File: src/rtl/lif_cfg_sequencer_if.sv
// Configuration handshake bundle for lif_cfg_sequencer: parallel lane words over valid/ready.
// No storage here; ready is driven combinationally by the slave.
interface lif_cfg_sequencer_if #(
   parameter int CFG_LEN = 19
);
   logic               cfg_valid;
   logic               cfg_ready;
   logic [CFG_LEN-1:0] cfg_exp;
   logic [CFG_LEN-1:0] cfg_wgt;
   logic [CFG_LEN-1:0] cfg_thr;
   logic               cfg_rst_neuron;

   modport master (
      output cfg_valid, cfg_exp, cfg_wgt, cfg_thr, cfg_rst_neuron,
      input  cfg_ready
   );

   modport slave (
      input  cfg_valid, cfg_exp, cfg_wgt, cfg_thr, cfg_rst_neuron,
      output cfg_ready
   );
endinterface

File: src/rtl/lif_cfg_sequencer.sv
// Drives the LIF neuron: optional reset pulse, MSB-first serial load, guard gap, then gated RUN with spike count.
// Outputs registered (1-cycle latency); cfg_ready low while busy, so a request waits until IDLE or RUN.
module lif_cfg_sequencer #(
   parameter int CFG_LEN = 19,
   parameter int RST_CYC = 2,
   parameter int GAP_CYC = 2,
   parameter int CNT_W   = 16
) (
   input  logic                  clk,
   input  logic                  rst_n,
   lif_cfg_sequencer_if.slave    cfg,
   input  logic                  stop,
   input  logic [3:0]            syn_in,
   input  logic                  axon,
   output logic                  neuron_rst,
   output logic                  set_vars,
   output logic                  expd,
   output logic                  w,
   output logic                  t,
   output logic [3:0]            syn,
   output logic                  busy,
   output logic                  running,
   output logic                  frame_done,
   output logic [CNT_W-1:0]      spike_cnt
);
   localparam int PH_MAX = (CFG_LEN > RST_CYC) ? ((CFG_LEN > GAP_CYC) ? CFG_LEN : GAP_CYC)
                                               : ((RST_CYC > GAP_CYC) ? RST_CYC : GAP_CYC);
   localparam int PH_W = $clog2(PH_MAX + 1);

   typedef enum logic [2:0] {IDLE, NRST, LOAD, GAP, RUN} state_t;

   state_t             state, state_nxt;
   logic [PH_W-1:0]    ph;
   logic [CFG_LEN-1:0] sh_exp, sh_wgt, sh_thr;
   logic [CFG_LEN-1:0] src_exp, src_wgt, src_thr;
   logic               axon_q;
   logic               accept;

   assign cfg.cfg_ready = rst_n & ((state == IDLE) | (state == RUN));
   assign accept        = cfg.cfg_valid & cfg.cfg_ready;

   // On a direct IDLE/RUN -> LOAD accept the first bit must come straight from the input word.
   assign src_exp = accept ? cfg.cfg_exp : sh_exp;
   assign src_wgt = accept ? cfg.cfg_wgt : sh_wgt;
   assign src_thr = accept ? cfg.cfg_thr : sh_thr;

   always_comb begin
      state_nxt = state;
      case (state)
         IDLE: if (accept) state_nxt = cfg.cfg_rst_neuron ? NRST : LOAD;
         NRST: if (ph == PH_W'(RST_CYC - 1)) state_nxt = LOAD;
         LOAD: if (ph == PH_W'(CFG_LEN - 1)) state_nxt = (GAP_CYC == 0) ? RUN : GAP;
         GAP:  if (ph == PH_W'(GAP_CYC - 1)) state_nxt = RUN;
         RUN: begin
            if (accept)    state_nxt = cfg.cfg_rst_neuron ? NRST : LOAD;
            else if (stop) state_nxt = IDLE;
         end
         default: state_nxt = IDLE;
      endcase
   end

   always_ff @(posedge clk) begin
      if (!rst_n) begin
         state      <= IDLE;
         ph         <= '0;
         sh_exp     <= '0;
         sh_wgt     <= '0;
         sh_thr     <= '0;
         axon_q     <= 1'b0;
         neuron_rst <= 1'b0;
         set_vars   <= 1'b0;
         expd       <= 1'b0;
         w          <= 1'b0;
         t          <= 1'b0;
         syn        <= '0;
         busy       <= 1'b0;
         running    <= 1'b0;
         frame_done <= 1'b0;
         spike_cnt  <= '0;
      end else begin
         state <= state_nxt;
         ph    <= (state_nxt != state) ? '0 : ph + 1'b1;

         if (state_nxt == LOAD) begin
            expd   <= src_exp[CFG_LEN-1];
            w      <= src_wgt[CFG_LEN-1];
            t      <= src_thr[CFG_LEN-1];
            sh_exp <= {src_exp[CFG_LEN-2:0], 1'b0};
            sh_wgt <= {src_wgt[CFG_LEN-2:0], 1'b0};
            sh_thr <= {src_thr[CFG_LEN-2:0], 1'b0};
         end else begin
            expd <= 1'b0;
            w    <= 1'b0;
            t    <= 1'b0;
            if (accept) begin
               sh_exp <= cfg.cfg_exp;
               sh_wgt <= cfg.cfg_wgt;
               sh_thr <= cfg.cfg_thr;
            end
         end

         neuron_rst <= (state_nxt == NRST);
         set_vars   <= (state_nxt == LOAD);
         busy       <= (state_nxt == NRST) | (state_nxt == LOAD) | (state_nxt == GAP);
         running    <= (state_nxt == RUN);
         frame_done <= (state == LOAD) & (state_nxt != LOAD);
         syn        <= (state_nxt == RUN) ? syn_in : 4'b0000;

         // Edge detector history is zero on the first RUN cycle, so a high axon there counts.
         axon_q <= ((state == RUN) & (state_nxt == RUN)) ? axon : 1'b0;

         if (accept)
            spike_cnt <= '0;
         else if ((state == RUN) & axon & ~axon_q & (spike_cnt != {CNT_W{1'b1}}))
            spike_cnt <= spike_cnt + 1'b1;
      end
   end
endmodule
File: src/flat_wrapper.sv
// flat-port wrapper written by rule: the top's interface ports become plain ports
module lif_cfg_sequencer_flat 
#(
   parameter int CFG_LEN = 19,
   parameter int RST_CYC = 2,
   parameter int GAP_CYC = 2,
   parameter int CNT_W   = 16
)
  (clk, rst_n, stop, syn_in, axon, neuron_rst, set_vars, expd, w, t, syn, busy, running, frame_done, spike_cnt, cfg_cfg_valid, cfg_cfg_exp, cfg_cfg_wgt, cfg_cfg_thr, cfg_cfg_rst_neuron, cfg_cfg_ready);
  lif_cfg_sequencer_if #(.CFG_LEN(CFG_LEN)) cfg_i ();
  input  logic clk;
  input  logic rst_n;
  input  logic stop;
  input  logic [3:0] syn_in;
  input  logic axon;
  output logic neuron_rst;
  output logic set_vars;
  output logic expd;
  output logic w;
  output logic t;
  output logic [3:0] syn;
  output logic busy;
  output logic running;
  output logic frame_done;
  output logic [CNT_W-1:0] spike_cnt;
  input wire logic [$bits(cfg_i.cfg_valid)-1:0] cfg_cfg_valid;
  input wire logic [$bits(cfg_i.cfg_exp)-1:0] cfg_cfg_exp;
  input wire logic [$bits(cfg_i.cfg_wgt)-1:0] cfg_cfg_wgt;
  input wire logic [$bits(cfg_i.cfg_thr)-1:0] cfg_cfg_thr;
  input wire logic [$bits(cfg_i.cfg_rst_neuron)-1:0] cfg_cfg_rst_neuron;
  output wire logic [$bits(cfg_i.cfg_ready)-1:0] cfg_cfg_ready;
  assign cfg_i.cfg_valid = cfg_cfg_valid;
  assign cfg_i.cfg_exp = cfg_cfg_exp;
  assign cfg_i.cfg_wgt = cfg_cfg_wgt;
  assign cfg_i.cfg_thr = cfg_cfg_thr;
  assign cfg_i.cfg_rst_neuron = cfg_cfg_rst_neuron;
  assign cfg_cfg_ready = cfg_i.cfg_ready;
  lif_cfg_sequencer #(.CFG_LEN(CFG_LEN), .RST_CYC(RST_CYC), .GAP_CYC(GAP_CYC), .CNT_W(CNT_W)) u_core (.clk(clk), .rst_n(rst_n), .cfg(cfg_i), .stop(stop), .syn_in(syn_in), .axon(axon), .neuron_rst(neuron_rst), .set_vars(set_vars), .expd(expd), .w(w), .t(t), .syn(syn), .busy(busy), .running(running), .frame_done(frame_done), .spike_cnt(spike_cnt));
endmodule
File: config.mk
export PLATFORM = sky130hd
export DESIGN_NAME = lif_cfg_sequencer_flat
export DESIGN_NICKNAME = d
export VERILOG_FILES = /design/src/rtl/lif_cfg_sequencer_if.sv /design/src/rtl/lif_cfg_sequencer.sv /design/src/flat_wrapper.sv
export SDC_FILE = /design/constraint.sdc
export NUM_CORES = 1
export LEC_CHECK = 0
export BUFFER_PORTS_ARGS = -buffer_cell sky130_fd_sc_hd__clkbuf_2
export CAP_MARGIN = 10
export CORE_MARGIN = 8
export CORE_UTILIZATION = 54
export DETAILED_ROUTE_END_ITERATION = 12
export MAX_ROUTING_LAYER = met4
export PLACE_DENSITY = 0.87
export SLEW_MARGIN = 20
export SYNTH_ARGS = -nofsm -noshare
export SYNTH_HDL_FRONTEND = slang
export SYNTH_SLANG_ARGS = --single-unit
File: constraint.sdc
create_clock -name clk -period 2.4 [get_ports clk]
set_input_delay 0.24 -clock clk [delete_from_list [all_inputs] [get_ports clk]]
set_output_delay 0.24 -clock clk [all_outputs]
set_load 0.05 [all_outputs]
==> results.txt <==
global-route wire length before repair: 15800 microns
port bufs: 95
CTS tree: yes
commonest non-fill, non-tap cell in the layout: nand2_1
synthesized cell area: 4370 sq um
Most used DFF post-synth: dfxtp_1
Worst path top cell family by delay: simple AND/OR/NAND/NOR gates
final std cells w/o fill: 677
router iterations before antenna repair: 4
Peak Freq: 452 MHz
Syn Nets: 551
register area share after synthesis: 43.0%
Worst Path Max Fanout: 19
CP endpoint kind: register
final hold vios: 0
Post-synth EDFFs: 0
final setup TNS: 0 ps
final-stage net count: 639
initial antenna violation count: 0
CP bufs+invs: 2
Lkg Pwr: 2.06 nW
share of layout cells above drive strength 1: 32.2%
peak supply drop: 0.354 mV
largest net degree at the start of global routing: 59
Worst-Margin Slew: 570 ps
# hold bufs at CTS: 0
CTS root buf: clkbuf_8
RSZ-0062 raised after global routing: false
Post-Place Cells: 660
CP max stage delay: 420 ps
drt wl/cell: 13.8 microns
hold_ws: 87.6 ps
clock skew: 8.29 ps
die area: 11200 sq um
flop-to-flop setup slack: 190 ps
die width: 106 microns
crit path time final: 2210 ps
drt total wl: 9320 microns
Initial Util: 54.3%
Slew HR: 62.0%
crit-path cells: ha_1 > nor4b_4 > o32ai_1 > nor3_1 > nor2b_4 > buf_12 > buf_12 > mux2_2
outcome: finished, final reports clean
CTS buffer count: 9
synth unique cells: 43
core area: 8050 sq um
Via density: 5.17
YS warnings: 0
Clock Path Buffers: 2
asr flop ratio synth: 0%
DRC: 0
Area Growth Syn to Fin: 17.5%
CP arrival: 2450 ps
Slew Viols, Final: 0
most frequent CP cell: buf_12
io pins: 96
vias in the first global route: 3594
multi-input logic area: 2320 sq um
Power Density: 663 nW/um^2
data required time of the worst path: 2640 ps
later-pin clock latency in the skew report: 350 ps
Post-DP HPWL: 6780 microns
Reg clk slew, reported paths: 80 ps
DR vias: 3500
final worst slack: 187 ps
Synth Instances: 480
Worst Setup Start Kind: register
Final Power: 0.00341 W
total gr overflow: 0
DRT iter0 DRCs: 94
flip-flop and latch area: 1880 sq um
most frequent cells in the layout: nand2_1, clkbuf_2, dfxtp_1, a21boi_0, mux2_2
H-tree lvl count: 3
crit share post-route: 92.2%
Post-DRT Antenna Nets: 0
# fillers: 687
CP max stage cell: dfxtp_1
Hold WC Path Type: in -> reg
final setup fails: 0
dpl ws: 47.4 ps
kind of critical path: reg -> reg
Avg Cell Area, Syn: 9.11 sq um
clock sink total: 94
GP Congestion: 0.816
maxcap violations: 0
DIE HEIGHT: 106 microns
GRT Total Usage: 17.4%
Rows: 33
Synth Register Bits: 94
Inserted Diodes: 0
==> state kept, by name (all words and copies together), names as in the netlist <==
name and flops:
u_core.w 1, u_core.state 3, u_core.ph 5, u_core.set_vars 1, u_core.neuron_rst 1, u_core.axon_q 1
u_core.busy 1, u_core.spike_cnt 16, u_core.expd 1, u_core.sh_wgt 19, u_core.syn 4, u_core.t 1
u_core.running 1, u_core.sh_exp 19, u_core.sh_thr 19, u_core.frame_done 1
==> worst reg2reg max path, cell delays in order, from the launching register on <==
cell and delay (ps):
dfxtp_1 420, ha_1 190, nor4b_4 300, o32ai_1 120
nor3_1 410, nor2b_4 80, buf_12 160, buf_12 150
mux2_2 270
==> report_power, final <==
group          total (W)  leakage, nW  switching (W)  internal (W)
Sequential       0.00173        0.764      0.0000438       0.00169
Combinational   0.000745         1.21       0.000369      0.000376
Clock           0.000934       0.0865       0.000506      0.000428
==> path summary, 6_finish.rpt <==
| path | start | cells after the start | to |
|---|---|---|---|
| max | u_core.ph[0]$_SDFF_PP0_ | 8 | u_core.sh_thr[17]$_SDFF_PN0_ |
| min | syn_in[3] | 2 | u_core.syn[3]$_SDFF_PN0_ |
| max reg2reg | u_core.ph[0]$_SDFF_PP0_ | 8 | u_core.sh_thr[17]$_SDFF_PN0_ |
| min reg2reg | u_core.ph[0]$_SDFF_PP0_ | 1 | u_core.ph[0]$_SDFF_PP0_ |
==> cells by family after synthesis <==
kind of cell	synth area share, %
compound gates	12.1
simple gates	22.4
flops	43.0
fa+ha+maj	1.14
buf+inv	4.26
xor+xnor	3.20
mux	13.9
==> per-layer routing <==
layer | GRT usage [%] | routed length, microns | vias up
met5 | - | 0 | -
met4 | 6.93 | 136 | 0
met3 | 3.39 | 401 | 11
met2 | 30.7 | 4800 | 74
met1 | 18.7 | 3980 | 1621
li1 | - | - | 1794
==> metrics by stage <==
step | utilization [%] | area [sq um]
3_3_place_gp | 61.3 | 4940
4_1_cts | 63.4 | 5110
5_1_grt | 63.8 | 5140
6_report | 63.8 | 5140
3_5_place_dp | 61.3 | 4940
2_1_floorplan | - | 4370
==> cells in the mapped netlist, types with 6 or more instances <==
master,number,area (sq um)
a21boi_0,57,428
and2_1,9,56.3
buf_6,7,78.8
clkbuf_1,19,71.3
dfxtp_1,94,1880
mux2_2,54,608
nand2_1,124,465
nand3_1,6,30.0
nor2_1,24,90.1
nor3_1,9,45.0
xnor2_1,13,114
==> area by class of cell <==
class / count / share of cell area [%]
Clock buffer: 14 / 3.16
Sequential cell: 94 / 36.6
Timing Repair Buffer: 107 / 12.0
Tap cell: 105 / 2.56
Clock inverter: 1 / 0.0974
Multi-Input combinational cell: 351 / 45.2
Inverter: 5 / 0.365
==> timing repair <==
item	in CTS	in global routing
gates resized for setup	0	1
setup endpoints to repair	0	50
endpoints found under the hold margin	0	0
setup buffers	0	2
Note: power is estimated with default switching activity, not from simulation.
